`src/rtl/rr_arbiter8_pkg.sv`:
```
// Shared definitions for the round-robin arbiter family.
// Holds the FSM state encoding and the requester count and index width,
// so that 4- and 16-way variants can reuse the same names.
package rr_arbiter8_pkg;

  typedef enum logic {
    ARB_IDLE  = 1'b0,
    ARB_GRANT = 1'b1
  } arb_state_t;

  localparam int ARB_N   = 8;
  localparam int ARB_IDW = 3;

endpackage

```
`src/rtl/rr_pick8.sv`:
```
// Purpose: combinational round-robin picker for 8 requesters; first set req bit at or after ptr.
// Latency: zero cycles (purely combinational).
// Backpressure: none; pick_valid is low when no request is present.
// Ports: req[7:0] request vector, ptr[2:0] highest-priority index,
//        pick_id[2:0] chosen index, pick_valid any request present.
module rr_pick8
  import rr_arbiter8_pkg::*;
(
  input  logic [ARB_N-1:0]   req,
  input  logic [ARB_IDW-1:0] ptr,
  output logic [ARB_IDW-1:0] pick_id,
  output logic               pick_valid
);

  logic [ARB_N-1:0]   rot;
  logic [ARB_IDW-1:0] off;
  logic [3:0]         or_l1;
  logic [1:0]         or_l2;

  // Rotate right by ptr so the highest-priority requester lands at bit 0,
  // then find the lowest set bit; adding ptr back wraps naturally in 3 bits.
  always_comb begin
    rot = 8'({req, req} >> ptr);
    off = '0;
    for (int i = ARB_N - 1; i >= 0; i--) begin
      if (rot[i]) off = 3'(i);
    end
    pick_id = ptr + off;
  end

  // Balanced 2-input OR tree for the any-request flag.
  genvar g;
  generate
    for (g = 0; g < 4; g++) begin : g_or_l1
      assign or_l1[g] = req[2*g] | req[2*g+1];
    end
    for (g = 0; g < 2; g++) begin : g_or_l2
      assign or_l2[g] = or_l1[2*g] | or_l1[2*g+1];
    end
  endgenerate

  assign pick_valid = or_l2[0] | or_l2[1];

endmodule

```
`src/rtl/rr_arbiter8.sv`:
```
// Purpose: 8-requester round-robin arbiter; one-hot grant held until done or holder drops req.
// Latency: req -> grant 1 cycle; exactly one idle cycle between consecutive grants.
// Backpressure: non-holders wait (nothing queued); ARB_TIMEOUT_EN adds a watchdog that revokes after MAX_HOLD cycles.
// Ports: clk, rst (sync, active-high), req[7:0], done -> grant[7:0], grant_id[2:0], busy, timeout.
// Optional feature macro: ARB_TIMEOUT_EN (hold watchdog; timeout tied low when undefined).
module rr_arbiter8
  import rr_arbiter8_pkg::*;
#(
  parameter logic [ARB_IDW-1:0] PRIO_RESET = 3'd0,
  parameter int                 MAX_HOLD   = 16
) (
  input  logic               clk,
  input  logic               rst,
  input  logic [ARB_N-1:0]   req,
  input  logic               done,
  output logic [ARB_N-1:0]   grant,
  output logic [ARB_IDW-1:0] grant_id,
  output logic               busy,
  output logic               timeout
);

  generate
    if (MAX_HOLD < 2) begin : g_bad_hold
      $error("rr_arbiter8: MAX_HOLD must be at least 2");
    end
  endgenerate

  arb_state_t         state_q, state_d;
  logic [ARB_IDW-1:0] ptr_q, ptr_d;
  logic [ARB_IDW-1:0] gid_q, gid_d;
  logic [ARB_IDW-1:0] pick_id;
  logic               pick_valid;
  logic               release_req;

`ifdef ARB_TIMEOUT_EN
  localparam int CW = (MAX_HOLD > 2) ? $clog2(MAX_HOLD) : 1;
  logic [CW-1:0] cnt_q, cnt_d;
  logic          to_q, to_d;
`endif

  rr_pick8 u_pick (
    .req        (req),
    .ptr        (ptr_q),
    .pick_id    (pick_id),
    .pick_valid (pick_valid)
  );

  // Holder either signals completion or withdraws its own request.
  assign release_req = done | ~req[gid_q];

  always_ff @(posedge clk) begin
    if (rst) begin
      state_q <= ARB_IDLE;
      ptr_q   <= PRIO_RESET;
      gid_q   <= '0;
`ifdef ARB_TIMEOUT_EN
      cnt_q   <= '0;
      to_q    <= 1'b0;
`endif
    end else begin
      state_q <= state_d;
      ptr_q   <= ptr_d;
      gid_q   <= gid_d;
`ifdef ARB_TIMEOUT_EN
      cnt_q   <= cnt_d;
      to_q    <= to_d;
`endif
    end
  end

  always_comb begin
    state_d = state_q;
    ptr_d   = ptr_q;
    gid_d   = gid_q;
`ifdef ARB_TIMEOUT_EN
    cnt_d   = cnt_q;
    to_d    = 1'b0;
`endif
    case (state_q)
      ARB_IDLE: begin
        if (pick_valid) begin
          state_d = ARB_GRANT;
          gid_d   = pick_id;
`ifdef ARB_TIMEOUT_EN
          cnt_d   = '0;
`endif
        end
      end
      ARB_GRANT: begin
        // Winner drops to lowest priority on any release.
        if (release_req) begin
          state_d = ARB_IDLE;
          ptr_d   = gid_q + 3'd1;
        end
`ifdef ARB_TIMEOUT_EN
        else if (cnt_q == CW'(MAX_HOLD - 1)) begin
          state_d = ARB_IDLE;
          ptr_d   = gid_q + 3'd1;
          to_d    = 1'b1;
        end else begin
          cnt_d = cnt_q + 1'b1;
        end
`endif
      end
      default: state_d = ARB_IDLE;
    endcase
  end

  assign busy     = (state_q == ARB_GRANT);
  assign grant    = busy ? (8'd1 << gid_q) : 8'd0;
  assign grant_id = gid_q;

`ifdef ARB_TIMEOUT_EN
  assign timeout = to_q;
`else
  assign timeout = 1'b0;
`endif

endmodule

```
`config.mk`:
```
export PLATFORM = sky130hd
export DESIGN_NAME = rr_arbiter8
export DESIGN_NICKNAME = d
export VERILOG_FILES = /design/src/rtl/rr_arbiter8_pkg.sv /design/src/rtl/rr_pick8.sv /design/src/rtl/rr_arbiter8.sv
export SDC_FILE = /design/constraint.sdc
export NUM_CORES = 1
export LEC_CHECK = 0
export BUFFER_PORTS_ARGS = -buffer_cell sky130_fd_sc_hd__buf_2
export CORE_MARGIN = 8
export CORE_UTILIZATION = 35
export CTS_BUF_LIST = sky130_fd_sc_hd__clkbuf_8 sky130_fd_sc_hd__clkbuf_16
export DETAILED_ROUTE_END_ITERATION = 10
export PLACE_DENSITY = 0.64
export RECOVER_POWER = 25
export SETUP_SLACK_MARGIN = 0.1
export SYNTH_ARGS = -nofsm -noshare
export SYNTH_HDL_FRONTEND = slang
export SYNTH_SLANG_ARGS = --single-unit
```
`constraint.sdc`:
```
create_clock -name clk -period 3.73 [get_ports clk]
set_input_delay 0.373 -clock clk [delete_from_list [all_inputs] [get_ports clk]]
set_output_delay 0.373 -clock clk [all_outputs]
set_load 0.01 [all_outputs]
```
# Yosys cells after proc, flatten, opt, wreduce, memory -nomap -nowiden

Index checks and enable logic that the tools add are counted.

Logic and storage cells: 34
Bits in registers: 7
Input bits: 11

Reduce and logical (&&, ||, !) cells: 2
$lt $le $gt $ge: 1
Bitwise gates (word level): 10
Shift operators: 2
Multiplexer cells: 14
$add $sub $neg: 2

Operators by type and width:

| kind                | count |
|---|---|
| $mux 3              | 8 |
| $shr 16x3->8        | 1 |
| $mux 8              | 1 |
| $or 1x1->1          | 8 |
| $shl 1x3->8 const A | 1 |
| $lt 3x4->1 const B  | 1 |
| $reduce_and 2->1    | 2 |
| $add 3x1->3 const B | 1 |
| $add 3x3->3         | 1 |
| $bmux 1 s3          | 1 |
| $mux 1              | 3 |
| $not 1->1           | 2 |
| $pmux 1 s2          | 1 |

# Depth between registers and ports, before layout

Depth in word-level cells: 10
Mapped depth: 14

# Hierarchy

Synthesis repeated with hierarchy kept, for this count alone.

Cells, all modules: 115
Area, all modules: 1057.3 µm²

Modules (own cells, without submodules):

| module      | cells an instance | sequential area each (µm²) | area an instance (µm²) | instances |
|---|---|---|---|---|
| rr_arbiter8 | 65                | 140.1                      | 538.0                  | 1 |
| rr_pick8    | 50                | 0.0                        | 519.2                  | 1 |

# Worst setup path before layout

Ideal clock, no wire load.

Kind: flip-flop to flip-flop
From: register ptr_q[0]
To: register gid_q[2], in the netlist grant_id[2]
Stages on the path, launching flop included: 15
Arrival: 2.720 ns
Setup time: 0.136 ns
Period minus slack after synthesis: 2.856 ns
Path buffers: 2
Slack: 0.874 ns
Cell sequence: dfxtp_1 buf_6 buf_12 mux4_2 o21a_1 nor2_1 o21ai_1 a21oi_1 ha_1 inv_1 fa_1 xnor2_1 nand2_1 a2111oi_0 a211oi_1

Cells in the longest elaborated chain, start to end: 10

Ends and longest elaborated chain:

| item                     | RTL line          | RTL |
|---|---|---|
| start: declaration       | rr_arbiter8.sv:29 | `logic [ARB_IDW-1:0] ptr_q, ptr_d;` |
| start signal: assignment | rr_arbiter8.sv:62 | `ptr_q <= ptr_d;` |
| $shr 16x3->8             | rr_pick8.sv:23    | `rot = 8'({req, req} >> ptr);` |
| $mux 3 (8 in a row)      | rr_pick8.sv:26    | `if (rot[i]) off = 3'(i);` |
| $add 3x3->3 (*)          | rr_pick8.sv:28    | `pick_id = ptr + off;` |
| end signal: assignment   | rr_arbiter8.sv:63 | `gid_q <= gid_d;` |
| end: declaration         | rr_arbiter8.sv:30 | `logic [ARB_IDW-1:0] gid_q, gid_d;` |

Every way passes the cells marked *; elsewhere a longest branch is shown, timed or not.
A chain may end at the register's enable or synchronous reset.

# Worst setup path in the final report

Same ends and word-level chain as after synthesis.

==> reports/metrics.cfg <==
[outcome]
status = finished, final reports clean

[yosys]
ys.flop_type = dfxtp_1
synthCells = 113
synth-compound-area-share_pct = 12.75
synth_cell_types = 39
ys_seq_elements = 7
synth_edf_count = 0
synth_top_family_by_area = multiplexers
async_flop_share_pct = 0
synthTopCellsByArea = mux4_2, mux4_1, dfxtp_1
synth_fa_ha_area_share_pct = 8.912
synthMuxAreaShare_pct = 44.15
syn_nets = 132
synth-xor-area-share_pct = 0.7254
ys_warn_count = 0
syn_area_um2 = 1207
synth_top_area_share_pct = 20.52
synth-simple-area-share_pct = 13.68
syn_avg_cell_area_um2 = 10.69
synth_common_cells = mux4_2, nor2_1, a21oi_1
yosysTopAreaCell = mux4_2
synth.yosys.seq_area_share_pct = 11.61

[floorplan]
core_um2 = 3337
start_util_pct = 36.18
die_h_um = 74.74
die-area_um2 = 5585
num_rows = 21
ios = 24
die_width_um = 74.74

[detailed_routing]
dr.first_iter.drc_count = 56
via_count = 1017
drc = 0
wire_per_inst_um = 16.22
drtAntennaViolNets = 0
drt_wl_total_mm = 2.935
dr.pass1.iters = 4
viasPerCell = 5.619

[power_and_ir_drop]
powerDensity_nw_per_um2 = 340.1
irDropWorstVdd_uv = 114.6
leakagePower_nw = 0.5804

[critical_path]
startpoint_type = register
path_class = reg -> reg
worstPathMaxFanout = 9
crit_arrival_ns = 3.35
cp-end-kind = register
critical_path_required_ns = 3.82

[placed_design]
dp.cells = 177
gp_congestion = 0.8131
portBuffers = 22
hpwl_mm = 2.304

[global_routing]
grt_util_all_layers_pct = 10.96
first_global_vias = 1015
grt_pass1_wl_mm = 4.843
grt_max_degree = 16
global_route.overflow_total = 0
antenna_found_initial = 0

[clock_network]
cts_setup_buffers = 0
clock_latency_ns = 0.23
postCtsHoldBufs = 0
cts_root_buf = clkbuf_8
cts_tree = built
cts_buffer_depth = 2
cts_resized = 0
htree_levels = 1
path_clk_slew_ns = 0.04
cts.sinks = 7
cts-buffers-inserted = 3

[cells_and_area]
instances_no_fill = 181
area_growth_pct = 13.26
antennaDiodeCount = 0
multi_input_area_um2 = 972.2
fill_cells = 333
nets = 155
layout-drive-gt1-share_pct = 31.11
ff_latch_area_um2 = 140.1

[timing]
setup_viol_count_final = 0
finalHoldViolCount = 0
worst_pin_slew_ns = 0.5147
finalCritPeriodShare_pct = 87.33
relSlewSlack_pct = 65.23
skew_ns = 0.002526
period_minus_slack_ns = 3.257
fin_tns_setup_ns = 0
max_clock_freq_mhz = 307.0
rsz0062_at_grt = false
slew_violations = 0

[hold_path]
min_path_type = in -> reg

[flow_run]
drv_cap = 0

-- kinds of logic after synthesis --
kind of cell               after synthesis
AOI/OAI and AO/OA                       24
xor gates and xnor gates                 1
adders and majority gates                8
buffers and inverters                   14
DFF                                      7
muxes                                   27
other                                    1
and+or+nand+nor                         31
-- critical path, cell delays in order, from the launching register on --
cell and delay [ns]:
dfxtp_1 0.62, mux4_2 0.57, a21o_1 0.19, a21oi_1 0.13, o21ai_1 0.08, a21oi_1 0.13, ha_1 0.16, inv_1 0.05
fa_1 0.37, xnor2_1 0.19, nand2_1 0.07, a2111oi_0 0.47, a211oi_1 0.09
-- worst paths after layout --
check / startpoint / to / slack [ns] / cells past startpoint
setup / recovery: ptr_q[0]$_SDFFE_PP0P_ / grant_id[2]$_SDFFE_PP0P_ / 0.47 / 12
hold / removal: rst / ptr_q[2]$_SDFFE_PP0P_ / 0.39 / 2
setup reg to reg: ptr_q[0]$_SDFFE_PP0P_ / grant_id[2]$_SDFFE_PP0P_ / 0.47 / 12
hold reg to reg: ptr_q[1]$_SDFFE_PP0P_ / ptr_q[1]$_SDFFE_PP0P_ / 0.56 / 2
-- where the power goes --
part / internal [mW] / total [mW] / switching [mW]
logic: 0.127 / 0.244 / 0.117
registers: 0.0874 / 0.116 / 0.0286
clock network: 0.0712 / 0.105 / 0.0338
total: 0.286 / 0.465 / 0.179
-- final cells by class --
class                      count  area share, %
clock buffer                   3          3.019
clock inverter                 1         0.2745
inverter                       8          2.379
multi-input combinational     92          71.09
sequential                     7          10.25
tap                           46          4.209
timing repair buffer          24          8.783
-- flip-flops by register name (all words and copies together) (netlist names) --
| signal | count |
|---|---|
| grant_id | 3 |
| busy | 1 |
| ptr_q | 3 |
-- cells in the final DEF (no fill, tap or decap), drive strengths merged --
master	n
o21bai	1
o21a	1
fa	1
or2	1
nand2	2
nand2b	1
mux2	3
a211oi	2
dfxtp	7
a31oi	1
mux2i	6
nand4	1
ha	7
a21o	1
buf	20
xnor2	1
o21ai	5
inv	9
conb	1
nor2	14
a211o	1
a2111oi	2
and2b	1
a21oi	8
and3	3
a41oi	1
mux4	18
clkbuf	7
and2	6
nor2b	2
o211a	1
-- metrics by stage --
step | cell area (µm²) | power, mW | setup WS, ns | hold slack [ns] | util [%]
after floorplan | 1207 | 0.3119 | 0.8742 | 0.4421 | -
after global placement | 1328 | 0.3561 | 0.6520 | 0.5660 | 39.78
after detailed placement | 1328 | 0.3638 | 0.5021 | 0.5559 | 39.78
after CTS | 1373 | 0.4709 | 0.4878 | 0.3911 | 41.13
after global routing | 1368 | 0.5032 | 0.2179 | 0.4094 | 40.98
final | 1368 | 0.4651 | 0.4726 | 0.3907 | 40.98
-- metal layers --
layer	vias up	routed length, µm	global-route usage (%)
met5	-	0	0
met4	0	13	3.913
met3	2	219	2.796
met2	32	1375	17.72
met1	499	1326	13.70
li1	484	-	-
No activity file was read; power rests on OpenSTA's default activity.
